[config.mk]
export PLATFORM = sky130hd
export DESIGN_NAME = div_unit_flat
export DESIGN_NICKNAME = d
export VERILOG_FILES = /design/src/rtl/div_pkg.sv /design/src/rtl/div_unit_if.sv /design/src/rtl/div_unit_subtractor.sv /design/src/rtl/div_unit.sv /design/src/flat_wrapper.sv
export SDC_FILE = /design/constraint.sdc
export NUM_CORES = 1
export LEC_CHECK = 0
export BUFFER_PORTS_ARGS = -buffer_cell sky130_fd_sc_hd__buf_2
export CORE_ASPECT_RATIO = 1.25
export CORE_MARGIN = 2
export CORE_UTILIZATION = 39
export DETAILED_ROUTE_END_ITERATION = 12
export GPL_TIMING_DRIVEN = 0
export SLEW_MARGIN = 40
export SYNTH_ARGS = -nofsm -noshare
export SYNTH_HDL_FRONTEND = slang
export SYNTH_SLANG_ARGS = --single-unit
[constraint.sdc]
create_clock -name clk -period 13.1 [get_ports clk]
set_input_delay 0.655 -clock clk [delete_from_list [all_inputs] [get_ports clk]]
set_output_delay 0.655 -clock clk [all_outputs]
set_load 0.005 [all_outputs]
[src/rtl/div_pkg.sv]
// Shared encodings for the RV32M divider.
// Optional early-out for special cases: DIV_EARLY_OUT_EN.
package div_pkg;

  typedef enum logic [1:0] {
    OP_DIV  = 2'b00,
    OP_DIVU = 2'b01,
    OP_REM  = 2'b10,
    OP_REMU = 2'b11
  } op_t;

  typedef enum logic [1:0] {
    ST_IDLE,
    ST_CALC,
    ST_FIX
  } state_t;

  function automatic logic is_rem(op_t op);
    return op[1];
  endfunction

  function automatic logic is_signed(op_t op);
    return ~op[0];
  endfunction

endpackage

[src/rtl/div_unit_if.sv]
// Request/response bundle between execute and the divider.
// Carries start, op, operands, busy, done and result.
interface div_unit_if #(
  parameter int WIDTH = 32
);
  logic             start;
  logic [1:0]       op;
  logic [WIDTH-1:0] dividend;
  logic [WIDTH-1:0] divisor;
  logic             busy;
  logic             done;
  logic [WIDTH-1:0] result;

  modport master (
    output start, op, dividend, divisor,
    input  busy, done, result
  );

  modport slave (
    input  start, op, dividend, divisor,
    output busy, done, result
  );
endinterface

[src/rtl/div_unit_subtractor.sv]
// Borrow-chain ripple subtractor: diff = a - b, bout = final borrow.
// Used as the trial subtraction inside the divider.
module subtractor #(
  parameter int WIDTH = 33
) (
  input  logic [WIDTH-1:0] a,
  input  logic [WIDTH-1:0] b,
  output logic [WIDTH-1:0] diff,
  output logic             bout
);
  logic [WIDTH:0] br;

  always_comb begin
    br   = '0;
    diff = '0;
    for (int i = 0; i < WIDTH; i++) begin
      diff[i]  = a[i] ^ b[i] ^ br[i];
      br[i+1]  = (~a[i] & b[i]) |
                 (~(a[i] ^ b[i]) & br[i]);
    end
  end

  assign bout = br[WIDTH];
endmodule

[src/rtl/div_unit.sv]
// Restoring RV32M divider, one quotient bit per clock.
// DIV_EARLY_OUT_EN: special cases finish one cycle after start.
module div_unit
  import div_pkg::*;
#(
  parameter int WIDTH = 32
) (
  input  logic       clk,
  input  logic       rst_n,
  div_unit_if.slave  bus
);
  localparam int CW = $clog2(WIDTH) + 1;

  state_t           state;
  op_t              opq;
  logic             qneg, rneg, ovf;
  logic             busy_q, done_q;
  logic [WIDTH-1:0] res_q;
  logic [WIDTH-1:0] quo, rem, dsr;
  logic [CW-1:0]    cnt;

  op_t              op_in;
  logic             sa, sb, dz, ov, early;
  logic [WIDTH-1:0] mag_a, mag_b;
  logic [WIDTH-1:0] spec_res;
  logic [WIDTH-1:0] sel, fix_res;
  logic [WIDTH:0]   sh, dif;
  logic             bo, take;

  assign op_in = op_t'(bus.op);
  assign sa    = is_signed(op_in) & bus.dividend[WIDTH-1];
  assign sb    = is_signed(op_in) & bus.divisor[WIDTH-1];
  assign mag_a = sa ? -bus.dividend : bus.dividend;
  assign mag_b = sb ? -bus.divisor : bus.divisor;
  assign dz    = (bus.divisor == '0);
  assign ov    = is_signed(op_in) &
                 (bus.dividend == {1'b1, {(WIDTH-1){1'b0}}}) &
                 (&bus.divisor);

  assign spec_res = is_rem(op_in) ?
                    (dz ? bus.dividend : '0) :
                    (dz ? '1 : bus.dividend);

`ifdef DIV_EARLY_OUT_EN
  assign early = dz | ov;
`else
  assign early = 1'b0;
`endif

  assign sh = {rem, quo[WIDTH-1]};

  subtractor #(.WIDTH(WIDTH+1)) u_sub (
    .a    (sh),
    .b    ({1'b0, dsr}),
    .diff (dif),
    .bout (bo)
  );

  // bit WIDTH of the difference mirrors the borrow
  assign take = ~bo & ~dif[WIDTH];

  always_comb begin
    sel     = is_rem(opq) ? rem : quo;
    fix_res = (is_rem(opq) ? rneg : qneg) ? -sel : sel;
    if (ovf)
      fix_res = is_rem(opq) ? '0 :
                {1'b1, {(WIDTH-1){1'b0}}};
  end

  always_ff @(posedge clk or negedge rst_n) begin
    if (!rst_n) begin
      state  <= ST_IDLE;
      opq    <= OP_DIV;
      qneg   <= 1'b0;
      rneg   <= 1'b0;
      ovf    <= 1'b0;
      busy_q <= 1'b0;
      done_q <= 1'b0;
      res_q  <= '0;
      quo    <= '0;
      rem    <= '0;
      dsr    <= '0;
      cnt    <= '0;
    end else begin
      done_q <= 1'b0;
      unique case (state)
        ST_IDLE: begin
          if (bus.start && early) begin
            done_q <= 1'b1;
            res_q  <= spec_res;
          end else if (bus.start) begin
            state  <= ST_CALC;
            busy_q <= 1'b1;
            opq    <= op_in;
            qneg   <= (sa ^ sb) & ~dz;
            rneg   <= sa;
            ovf    <= ov;
            quo    <= mag_a;
            dsr    <= mag_b;
            rem    <= '0;
            cnt    <= '0;
          end
        end
        ST_CALC: begin
          rem <= take ? dif[WIDTH-1:0] : sh[WIDTH-1:0];
          quo <= {quo[WIDTH-2:0], take};
          cnt <= cnt + 1'b1;
          if (cnt == CW'(WIDTH-1))
            state <= ST_FIX;
        end
        ST_FIX: begin
          res_q  <= fix_res;
          done_q <= 1'b1;
          busy_q <= 1'b0;
          state  <= ST_IDLE;
        end
        default: state <= ST_IDLE;
      endcase
    end
  end

  assign bus.busy   = busy_q;
  assign bus.done   = done_q;
  assign bus.result = res_q;
endmodule

[src/flat_wrapper.sv]
// flat-port wrapper written by rule: the top's interface ports become plain ports
module div_unit_flat import div_pkg::*;
#(
  parameter int WIDTH = 32
)
  (clk, rst_n, bus_start, bus_op, bus_dividend, bus_divisor, bus_busy, bus_done, bus_result);
  div_unit_if #(.WIDTH(WIDTH)) bus_i ();
  input  logic clk;
  input  logic rst_n;
  input wire logic [$bits(bus_i.start)-1:0] bus_start;
  input wire logic [$bits(bus_i.op)-1:0] bus_op;
  input wire logic [$bits(bus_i.dividend)-1:0] bus_dividend;
  input wire logic [$bits(bus_i.divisor)-1:0] bus_divisor;
  output wire logic [$bits(bus_i.busy)-1:0] bus_busy;
  output wire logic [$bits(bus_i.done)-1:0] bus_done;
  output wire logic [$bits(bus_i.result)-1:0] bus_result;
  assign bus_i.start = bus_start;
  assign bus_i.op = bus_op;
  assign bus_i.dividend = bus_dividend;
  assign bus_i.divisor = bus_divisor;
  assign bus_busy = bus_i.busy;
  assign bus_done = bus_i.done;
  assign bus_result = bus_i.result;
  div_unit #(.WIDTH(WIDTH)) u_core (.clk(clk), .rst_n(rst_n), .bus(bus_i));
endmodule
# ---- Yosys cells after proc, flatten, opt, wreduce, memory -nomap -nowiden
# Index checks and enable logic that the tools add are counted.
dict set report totals {
  regBits 143
  wordCells 285
  output_inout_bits 34
  in_bits 69
}
dict set report classes {
  addsub 4
  eq_ne 6
  bitwise 234
  n_reduce_logical 9
  muxes 20
}
# cell n
set ops {}
lappend ops {{2-to-1 mux 32 bit} 9}
lappend ops {{case mux 32 bit (2 select lines)} 2}
lappend ops {{negator 32 bit} 3}
lappend ops {{bitwise AND 1 bit} 70}
lappend ops {{NOT 1 bit} 68}
lappend ops {{bitwise XOR 1 bit} 65}
lappend ops {{== test 32 bit (second input constant)} 1}
lappend ops {{zero test 32 bit} 1}
lappend ops {{AND reduction 32 bit} 1}
lappend ops {{OR 1 bit} 31}
lappend ops {{case mux 6 bit (2 select lines)} 1}
lappend ops {{AND reduction 2 bit} 4}
lappend ops {{adder 6 x 1 -> 6 bit (second input constant)} 1}
lappend ops {{== test 6 x 5 -> 1 bit (second input constant)} 1}
lappend ops {{2-to-1 mux 6 bit} 1}
lappend ops {{2-to-1 mux 2 bit} 2}
lappend ops {{case mux 2 bit (2 select lines)} 1}
lappend ops {{nonzero test 2 bit} 2}
lappend ops {{2-to-1 mux 1 bit} 3}
lappend ops {{== test 2 x 1 -> 1 bit (second input constant)} 1}
lappend ops {{== test 2 bit (second input constant)} 1}
lappend ops {{zero test 2 bit} 1}
lappend ops {{!= test 2 x 1 -> 1 bit (second input constant)} 1}
lappend ops {{!= test 2 bit (second input constant)} 1}
lappend ops {{case mux 1 bit (2 select lines)} 1}

# ---- Depth between registers and ports, before layout
# Gate-level depths: netlist of the first run.
dict set report depth {
  depth_word 69
  mapped_depth 39
  mapped_depth_nobuf 37
}

# ---- Modules after synthesis
# Synthesis of the first run repeated with hierarchy kept, for this count alone.
dict set report unflattened {
  hier_cells 1041
  area_unflattened_um2 9325.2
}
# mod cells_each area_per_inst_um2 n_inst seq_area_each_um2
set modules_own_cells {}
lappend modules_own_cells {div_unit 940 8416.8 1 3553.4}
lappend modules_own_cells {subtractor 101 908.4 1 0.0}

# ---- Worst setup path after synthesis of the first run
# No wires, ideal clock.
dict set report synth_path {
  path_type {flip-flop to flip-flop}
  startpoint {register u_core.quo[31]}
  endpoint {register u_core.rem[14]}
  setup_slack_ps -329
  n_path_buf 2
  synth_period_minus_slack_ps 13429
  setup_time_ps 141
  stages_incl_launch_ff 40
  arrival_ps 13288
  path_cell_list {dfrtp_1 -> inv_1 -> ha_1 -> fa_1 -> fa_1 -> fa_1 -> fa_1 -> fa_1 -> fa_1 -> fa_1 -> fa_1 -> fa_1 -> fa_1 -> fa_1 -> fa_1 -> fa_1 -> fa_1 -> fa_1 -> [4 not listed] -> fa_1 -> fa_1 -> fa_1 -> fa_1 -> fa_1 -> fa_1 -> fa_1 -> fa_1 -> fa_1 -> fa_1 -> fa_1 -> fa_1 -> xor2_1 -> clkbuf_1 -> buf_1 -> nor2_1 -> a21oi_1 -> o22ai_1}
}
dict set report synth_via {
  elab_chain_cells 69
  elab_cells_between_ends 72
  classes_between {2 x mux; 70 x bitwise}
}
# element line_no
set synth_lines {}
lappend synth_lines {{start, declared} div_unit.sv:19} ;# logic [WIDTH-1:0] quo, rem, dsr;
lappend synth_lines {{start signal, assigned} div_unit.sv:98} ;# quo <= mag_a;
lappend synth_lines {{start signal, assigned} div_unit.sv:106} ;# quo <= {quo[WIDTH-2:0], take};
lappend synth_lines {{NOT 1 bit *} div_unit_subtractor.sv:18} ;# br[i+1] = (~a[i] & b[i]) |
lappend synth_lines {{bitwise AND 1 bit *} div_unit_subtractor.sv:18}
lappend synth_lines {{bitwise AND 1 bit *} div_unit_subtractor.sv:19} ;# (~(a[i] ^ b[i]) & br[i]);
lappend synth_lines {{OR 1 bit *} div_unit_subtractor.sv:18}
lappend synth_lines {{bitwise AND 1 bit *} div_unit_subtractor.sv:19}
lappend synth_lines {{OR 1 bit *} div_unit_subtractor.sv:18}
lappend synth_lines {{bitwise AND 1 bit *} div_unit_subtractor.sv:19}
lappend synth_lines {{OR 1 bit *} div_unit_subtractor.sv:18}
lappend synth_lines {{[53 not listed]} -}
lappend synth_lines {{OR 1 bit} div_unit_subtractor.sv:18}
lappend synth_lines {{bitwise AND 1 bit} div_unit_subtractor.sv:19}
lappend synth_lines {{OR 1 bit} div_unit_subtractor.sv:18}
lappend synth_lines {{bitwise AND 1 bit / bitwise XOR 1 bit (equally long branches)} {div_unit_subtractor.sv:19, div_unit_subtractor.sv:17}}
lappend synth_lines {{NOT 1 bit} div_unit.sv:60} ;# assign take = ~bo & ~dif[WIDTH];
lappend synth_lines {{bitwise AND 1 bit} div_unit.sv:60}
lappend synth_lines {{2-to-1 mux 32 bit *} div_unit.sv:105} ;# rem <= take ? dif[WIDTH-1:0] : sh[WIDTH-1:0];
lappend synth_lines {{case mux 32 bit (2 select lines) *} div_unit.sv:86} ;# unique case (state)
lappend synth_lines {{end signal, assigned} div_unit.sv:105}
lappend synth_lines {{end, declared} div_unit.sv:19}
# Mark *: on every way between the ends. The rest lies on a longest branch, timed or not.
# A chain may end at the register's enable or synchronous reset.

# ---- Worst setup path after layout of the first run
dict set report layout_path {
  startpoint {register u_core.quo[31]}
  endpoint {register u_core.rem[21]}
}
dict set report layout_via {
  elab_chain_cells 69
  elab_cells_between_ends 72
  classes_between {2 x mux; 70 x bitwise}
}
# element line_no
set layout_lines {}
lappend layout_lines {{NOT 1 bit *} div_unit_subtractor.sv:18}
lappend layout_lines {{bitwise AND 1 bit *} div_unit_subtractor.sv:18}
lappend layout_lines {{bitwise AND 1 bit *} div_unit_subtractor.sv:19}
lappend layout_lines {{OR 1 bit *} div_unit_subtractor.sv:18}
lappend layout_lines {{bitwise AND 1 bit *} div_unit_subtractor.sv:19}
lappend layout_lines {{OR 1 bit *} div_unit_subtractor.sv:18}
lappend layout_lines {{bitwise AND 1 bit *} div_unit_subtractor.sv:19}
lappend layout_lines {{OR 1 bit *} div_unit_subtractor.sv:18}
lappend layout_lines {{[53 not listed]} -}
lappend layout_lines {{OR 1 bit} div_unit_subtractor.sv:18}
lappend layout_lines {{bitwise AND 1 bit} div_unit_subtractor.sv:19}
lappend layout_lines {{OR 1 bit} div_unit_subtractor.sv:18}
lappend layout_lines {{bitwise AND 1 bit / bitwise XOR 1 bit (equally long branches)} {div_unit_subtractor.sv:19, div_unit_subtractor.sv:17}}
lappend layout_lines {{NOT 1 bit} div_unit.sv:60}
lappend layout_lines {{bitwise AND 1 bit} div_unit.sv:60}
lappend layout_lines {{2-to-1 mux 32 bit *} div_unit.sv:105}
lappend layout_lines {{case mux 32 bit (2 select lines) *} div_unit.sv:86}
# Marked as above.

==> results.yml, run 1 <==
logic_synthesis:
  synth.yosys.seq_area_share: 0.3943
  synth_edf_count: 0
  synth_ff_type: "dfrtp_1"
  synth_nets: 1108
  ys_ff_latch: 142
  syn_avg_cell_area_sq_um: 8.993
  ys_types: 60
  netlist_instances: 1002
  syn-cell-area_sq_mm: 0.009011
  synth_warnings: 0
  synthTopCellsByArea: "dfrtp_1, fa_1, xor2_1, a21oi_1, xnor2_1"
  ys_async_sr_fraction: 1.000
  yosysTopAreaCellShare: 0.3943
  yosysTopAreaCell: "dfrtp_1"
cells_and_area:
  syn_to_final_growth_pct: 19.17
  utilization: 0.4709
  multi_input_area_sq_mm: 0.005140
  final_layout_size_suffix_gt1_frac: 0.1747
  num-fill-cells: 2228
  nets: 1232
  stdcell_count: 1428
  seq_area_sq_mm: 0.003553
grt:
  grt_antenna_before_repair: 0
  grt_pass1_vias: 7818
  grt_use_total: 0.2238
  grt_pass1_wl_microns: 42800
  globalRouteOverflowTotal: 0
  grt_max_degree: 68
power_and_ir_drop:
  power_switching_mw: 0.9827
  power_frac_seq: 0.315
  pwr-share-clk: 0.229
  intPower_mw: 1.389
  power.share.switching: 0.4144
  p_leak_nw: 4.617
  combPwrFrac: 0.456
  irDropWorstVdd_mv: 0.1096
  power_density_mw_per_mm2: 220.8
clocking:
  tritoncts: "yes"
  cts_buffers: 17
  clockBufferDepth: 2
  ctsHoldBuffers: 0
  ctsHtreeMaxLevel: 4
  cts-root-buf: "clkbuf_16"
  clock_sinks: 142
  clock_latency_ps: 430
  path_clk_slew_ps: 60
sta:
  period_needed_ps: 12770
  setup_viol: 0
  rsz0062_at_grt: "no"
  tightest_slew_ps: 777.6
  final_hold_viol_count: 0
  finClkSkew_ps: 7.239
  slew_violations: 0
  setup_slack_ps: 331.9
  period_share: 0.9747
  slew-limit-headroom: 0.4776
  fmax_mhz: 78.32
place:
  dp_slack_ps: -761.4
  hpwlAfterDp_microns: 20800
  dp.cells: 1393
  globalplace.congestion: 0.9173
  port_buffers: 101
floorplanning:
  die_y_microns: 173.9
  die-area_sq_mm: 0.02434
  ios: 103
  initial_core_util: 0.3951
  core-area_sq_mm: 0.02281
  die_w_microns: 140.0
  num_rows: 62
setup_path:
  cp_top_family: "adder cells"
  crit_arrival_ps: 13050
  max_stage_delay_ps: 400
  crit_path_start_kind: "flop"
  setup.worst_path.end_class: "flop"
  crit_top_cell: "fa_2"
  crit_type: "reg -> reg"
  critPathRequiredTime_ps: 13380
  worst-path-buf-inv: 3
  path_max_fanout: 10
  cpMaxStageDelayCell: "fa_1"
detailed_routing:
  via_per_inst: 5.546
  vias: 7919
  ant_nets: 0
  wirelength_microns: 26880
  drt_iter0_drc: 537
  first_pass_iters: 5
  wl_per_cell_microns: 18.82
  drc: 0
outcome:
  outcome: "completed"
worst_hold_path:
  holdCritPathClass: "in -> async"
run:
  maxCapViolations: 0
## final timing paths
path                            startpoint               to  slack, ps  cells past startpoint
max reg2reg                 u_core.quo[31]   u_core.rem[21]        330                     39
min in group clk                 bus_op[1]    u_core.opq[1]        450                      3
max                         u_core.quo[31]   u_core.rem[21]        330                     39
max in group asynchronous            rst_n   u_core.quo[24]      12100                      3
min                                  rst_n    u_core.dsr[3]         90                      1
min reg2reg                u_core.bus.busy  u_core.bus.busy        470                      2
## metrics by stage
stage	TNS [ps]	hold WS [ps]	total power, mW	area (sq um)
final	0	92.79	2.371	10740
after floorplan	0	359.4	1.462	9044
after detailed placement	-23240	460.0	1.752	9976
after global routing	0	100.4	2.547	10740
after CTS	0	96.63	2.349	10710
after global placement	-22600	461.5	1.729	9910
## flip-flops by register name, summed over array words and instances (netlist names)
register / flops
u_core.state: 2
u_core.dsr: 32
u_core.cnt: 6
u_core.ovf: 1
u_core.bus.done: 1
u_core.qneg: 1
u_core.quo: 32
u_core.opq: 1
u_core.bus.result: 32
u_core.rneg: 1
u_core.rem: 32
u_core.bus.busy: 1
## cell usage in the layout, fill, tap and decap left out, types with 4 or more instances in the layout
cell type / Yosys / routed
dfrtp_1: 142 / 142
buf_2: 6 / 107
nand2_1: 90 / 90
nor2_1: 85 / 84
a21oi_1: 75 / 73
o21ai_0: 70 / 70
xor2_1: 48 / 47
o22ai_1: 44 / 44
inv_1: 44 / 43
xnor2_1: 41 / 41
o21ai_1: 39 / 39
clkbuf_1: 36 / 33
mux2i_1: 31 / 31
nor3_1: 26 / 26
fa_2: 0 / 24
a22oi_1: 22 / 22
clkbuf_16: 0 / 18
a31oi_1: 17 / 17
o31ai_1: 15 / 15
nor4_1: 13 / 12
nand4_1: 11 / 11
nand3_1: 9 / 9
nor3b_1: 9 / 9
or3_1: 8 / 8
fa_1: 31 / 7
buf_4: 3 / 6
or4_1: 6 / 6
nor2b_1: 6 / 6
ha_1: 6 / 6
nand2b_1: 5 / 5
buf_1: 9 / 5
a41oi_1: 5 / 5
bufinv_16: 0 / 5
and3_1: 4 / 4
nor4b_1: 4 / 4
o41ai_1: 4 / 4
## layer usage
layer	up-vias	GRT usage	part of all wire	wire [microns]
li1	3830	-	-	-
met1	3809	0.2899	0.44	11720
met2	232	0.3801	0.49	13170
met3	48	0.02755	0.044	1183
met4	0	0.09125	0.030	806
met5	-	0	0	0
## cell usage after synthesis (11+ instances only)
cell type / number
a21oi_1: 75
a22oi_1: 22
a31oi_1: 17
clkbuf_1: 36
dfrtp_1: 142
fa_1: 31
inv_1: 44
mux2i_1: 31
nand2_1: 90
nand4_1: 11
nor2_1: 85
nor3_1: 26
nor4_1: 13
o21ai_0: 70
o21ai_1: 39
o22ai_1: 44
o31ai_1: 15
xnor2_1: 41
xor2_1: 48
## power by group through the flow
stage	Clock, mW	Sequential, mW	Combinational [mW]
6_report	0.542	0.748	1.08
5_1_grt	0.568	0.765	1.21
4_1_cts	0.547	0.740	1.06
3_5_place_dp	0	0.745	1.01
3_3_place_gp	0	0.741	0.988
2_1_floorplan	0	0.679	0.783
## cells by family (layout without fill, tap and decap cells)
logic type,Yosys count,in the layout,synth area share
muxes,34,34,0.03846
adders and majority gates,37,37,0.07720
and+or+nand+nor,294,294,0.1594
DFF,142,142,0.3943
AOI/OAI and AO/OA,306,306,0.1995
other,0,1,0
buffers and inverters,100,237,0.04457
xor gates and xnor gates,89,89,0.08650
## area by class of cell
cell class | count | share of cell area
Timing Repair Buffer | 105 | 0.05383
Inverter | 45 | 0.01573
Sequential cell | 142 | 0.3309
Multi-Input combinational cell | 760 | 0.4786
Buffer | 55 | 0.02621
Tap cell | 288 | 0.03355
Clock inverter | 14 | 0.02004
Antenna cell | 1 | 0.0002330
Clock buffer | 18 | 0.04089
## what timing repair did
action,CTS,global route
resized for setup,21,9
setup endpoints to repair,33,33
setup buffers,2,0
hold endpoints to repair,0,0
pin swaps,1,1
Power figures use the tool's default switching activity.
==> run 2: changes to the inputs <==
--- a/config.mk
+++ b/config.mk
@@ -6,11 +6,12 @@
 export NUM_CORES = 1
 export LEC_CHECK = 0
 export BUFFER_PORTS_ARGS = -buffer_cell sky130_fd_sc_hd__buf_2
-export CORE_ASPECT_RATIO = 1.25
 export CORE_MARGIN = 2
 export CORE_UTILIZATION = 39
 export DETAILED_ROUTE_END_ITERATION = 12
 export GPL_TIMING_DRIVEN = 0
+export MAX_ROUTING_LAYER = met4
+export SETUP_SLACK_MARGIN = 0.4
 export SLEW_MARGIN = 40
 export SYNTH_ARGS = -nofsm -noshare
 export SYNTH_HDL_FRONTEND = slang
==> run 2 against run 1 <==
Global-route usage up 1.1 points. Design area increased by 0.43%. Wire length shrank 0.23%. Highest routed layer unchanged. Critical path type unchanged. Largest cell class unchanged. Core utilization grew 0.55 points. Register-to-register slack better by 340 ps. Total power up 0.91%. Die area barely moved.
==> results.yml, run 2 (same netlist as run 1, synthesis figures left out) <==
run:
  maxCapViolations: 0
detailed_routing:
  wirelength_microns: 26820
  via_per_inst: 5.649
  drc: 0
  wl_per_cell_microns: 18.81
  vias: 8055
  drt_iter0_drc: 637
  first_pass_iters: 6
  ant_nets: 0
setup_path:
  cp_top_family: "adder cells"
  crit_arrival_ps: 12700
  path_max_fanout: 8
  reg2reg_from: "u_core.quo[31]"
  cpMaxStageDelayCell: "dfrtp_1"
  crit_top_cell: "fa_2"
  crit_path_start_kind: "flop"
  critPathRequiredTime_ps: 13370
  crit_path_start: "u_core.quo[31]"
  crit_type: "reg -> reg"
  setup.worst_path.end_class: "flop"
  worst-path-buf-inv: 3
  max_stage_delay_ps: 420
grt:
  globalRouteOverflowTotal: 0
  grt_antenna_before_repair: 0
  grt_use_total: 0.2350
  grt_pass1_wl_microns: 42850
  grt_pass1_vias: 7792
  grt_max_degree: 60
cells_and_area:
  final_layout_size_suffix_gt1_frac: 0.1840
  syn_to_final_growth_pct: 19.69
  antenna_cells: 0
  nets: 1235
  final_common_cell: "dfrtp_1"
  stdcell_count: 1426
  final_area_sq_mm: 0.01079
  final_cell_mix: "dfrtp_1, buf_2, nand2_1, nor2_1, a21oi_1"
power_and_ir_drop:
  power_density_mw_per_mm2: 221.9
  p_leak_nw: 4.634
  irDropWorstVdd_mv: 0.08878
clocking:
  clock_latency_ps: 430
  cts-root-buf: "clkbuf_16"
  path_clk_slew_ps: 60
  ctsHtreeMaxLevel: 4
  clock_sinks: 142
  clockBufferDepth: 2
  cts_buffers: 17
  tritoncts: "yes"
sta:
  final_hold_viol_count: 0
  slew_violations: 0
  tightest_slew_ps: 801.4
  final.setup.tns_ps: 0
  period_share: 0.9484
  fmax_mhz: 80.49
  slew-limit-headroom: 0.4616
  rsz0062_at_grt: "yes"
  setup_slack_ps: 675.5
  setup_viol: 0
  period_needed_ps: 12420
  finClkSkew_ps: 9.912
worst_hold_path:
  holdCritPathClass: "in -> async"
floorplanning:
  core-area_sq_mm: 0.02264
  die_w_microns: 156.0
  die_y_microns: 156.0
  initial_core_util: 0.3980
  ios: 103
  die-area_sq_mm: 0.02434
  num_rows: 55
place:
  dp.cells: 1390
  port_buffers: 101
  globalplace.congestion: 0.9290
  place_area_sq_mm: 0.01000
  hpwlAfterDp_microns: 20730
  dp_slack_ps: -288.4
outcome:
  outcome: "completed"
## run 2: cell type report
cell class | instances | area, sq um
fillers | 2173 | 11860
multi-input cells | 760 | 5165
flip-flops and latches | 142 | 3553
repair buffers | 108 | 611.8
clock buffers | 19 | 452.9
well taps | 285 | 356.6
plain buffers | 55 | 285.3
clock inverters | 12 | 191.4
inverters | 45 | 168.9
## run 2: repair_timing
action | CTS | global route
hold buffers | 0 | 0
cloned | 0 | 1
setup endpoints to repair | 33 | 33
resized for setup | 18 | 16
buffers inserted | 3 | 1
## run 2: metrics by stage
step / hold WS, ps / power (mW) / util
floorplan: 359.4 / 1.470 / -
global placement: 455.5 / 1.739 / 0.4386
detailed placement: 459.2 / 1.761 / 0.4418
CTS: 63.59 / 2.345 / 0.4738
global route: 69.46 / 2.589 / 0.4764
finish: 69.99 / 2.393 / 0.4764
## run 2: routing by layer
| layer | wire length (microns) | share of wire | vias up | global-route usage |
|---|---|---|---|---|
| li1 | - | - | 3854 | - |
| met1 | 12420 | 0.46 | 3866 | 0.3160 |
| met2 | 12290 | 0.46 | 288 | 0.3643 |
| met3 | 1505 | 0.056 | 47 | 0.04083 |
| met4 | 608 | 0.023 | 0 | 0.07252 |
| met5 | 0 | 0 | - | - |
## run 2: worst register-to-register path: cells and delay by family, from the launching register on
kind,cells,cell delay (ps)
compound gates,2,260
xor+xnor,1,190
simple gates,1,40
buf+inv,3,380
flops,1,420
fa+ha+maj,32,11020
## run 2: path summary, 6_finish.rpt
path,end,slack [ps],cells after the start
min reg2reg,u_core.bus.busy,470,2
min in group clk,u_core.opq[1],450,3
max reg2reg,u_core.rem[29],680,39
max in group asynchronous,u_core.bus.result[22],12140,3
max,u_core.rem[29],680,39
min,u_core.dsr[2],70,1
## run 2: where the power goes
part,internal [mW],switching [mW],total (mW)
sequential,0.574,0.174,0.748
combinational,0.490,0.622,1.11
clock,0.345,0.188,0.533
total,1.41,0.984,2.39
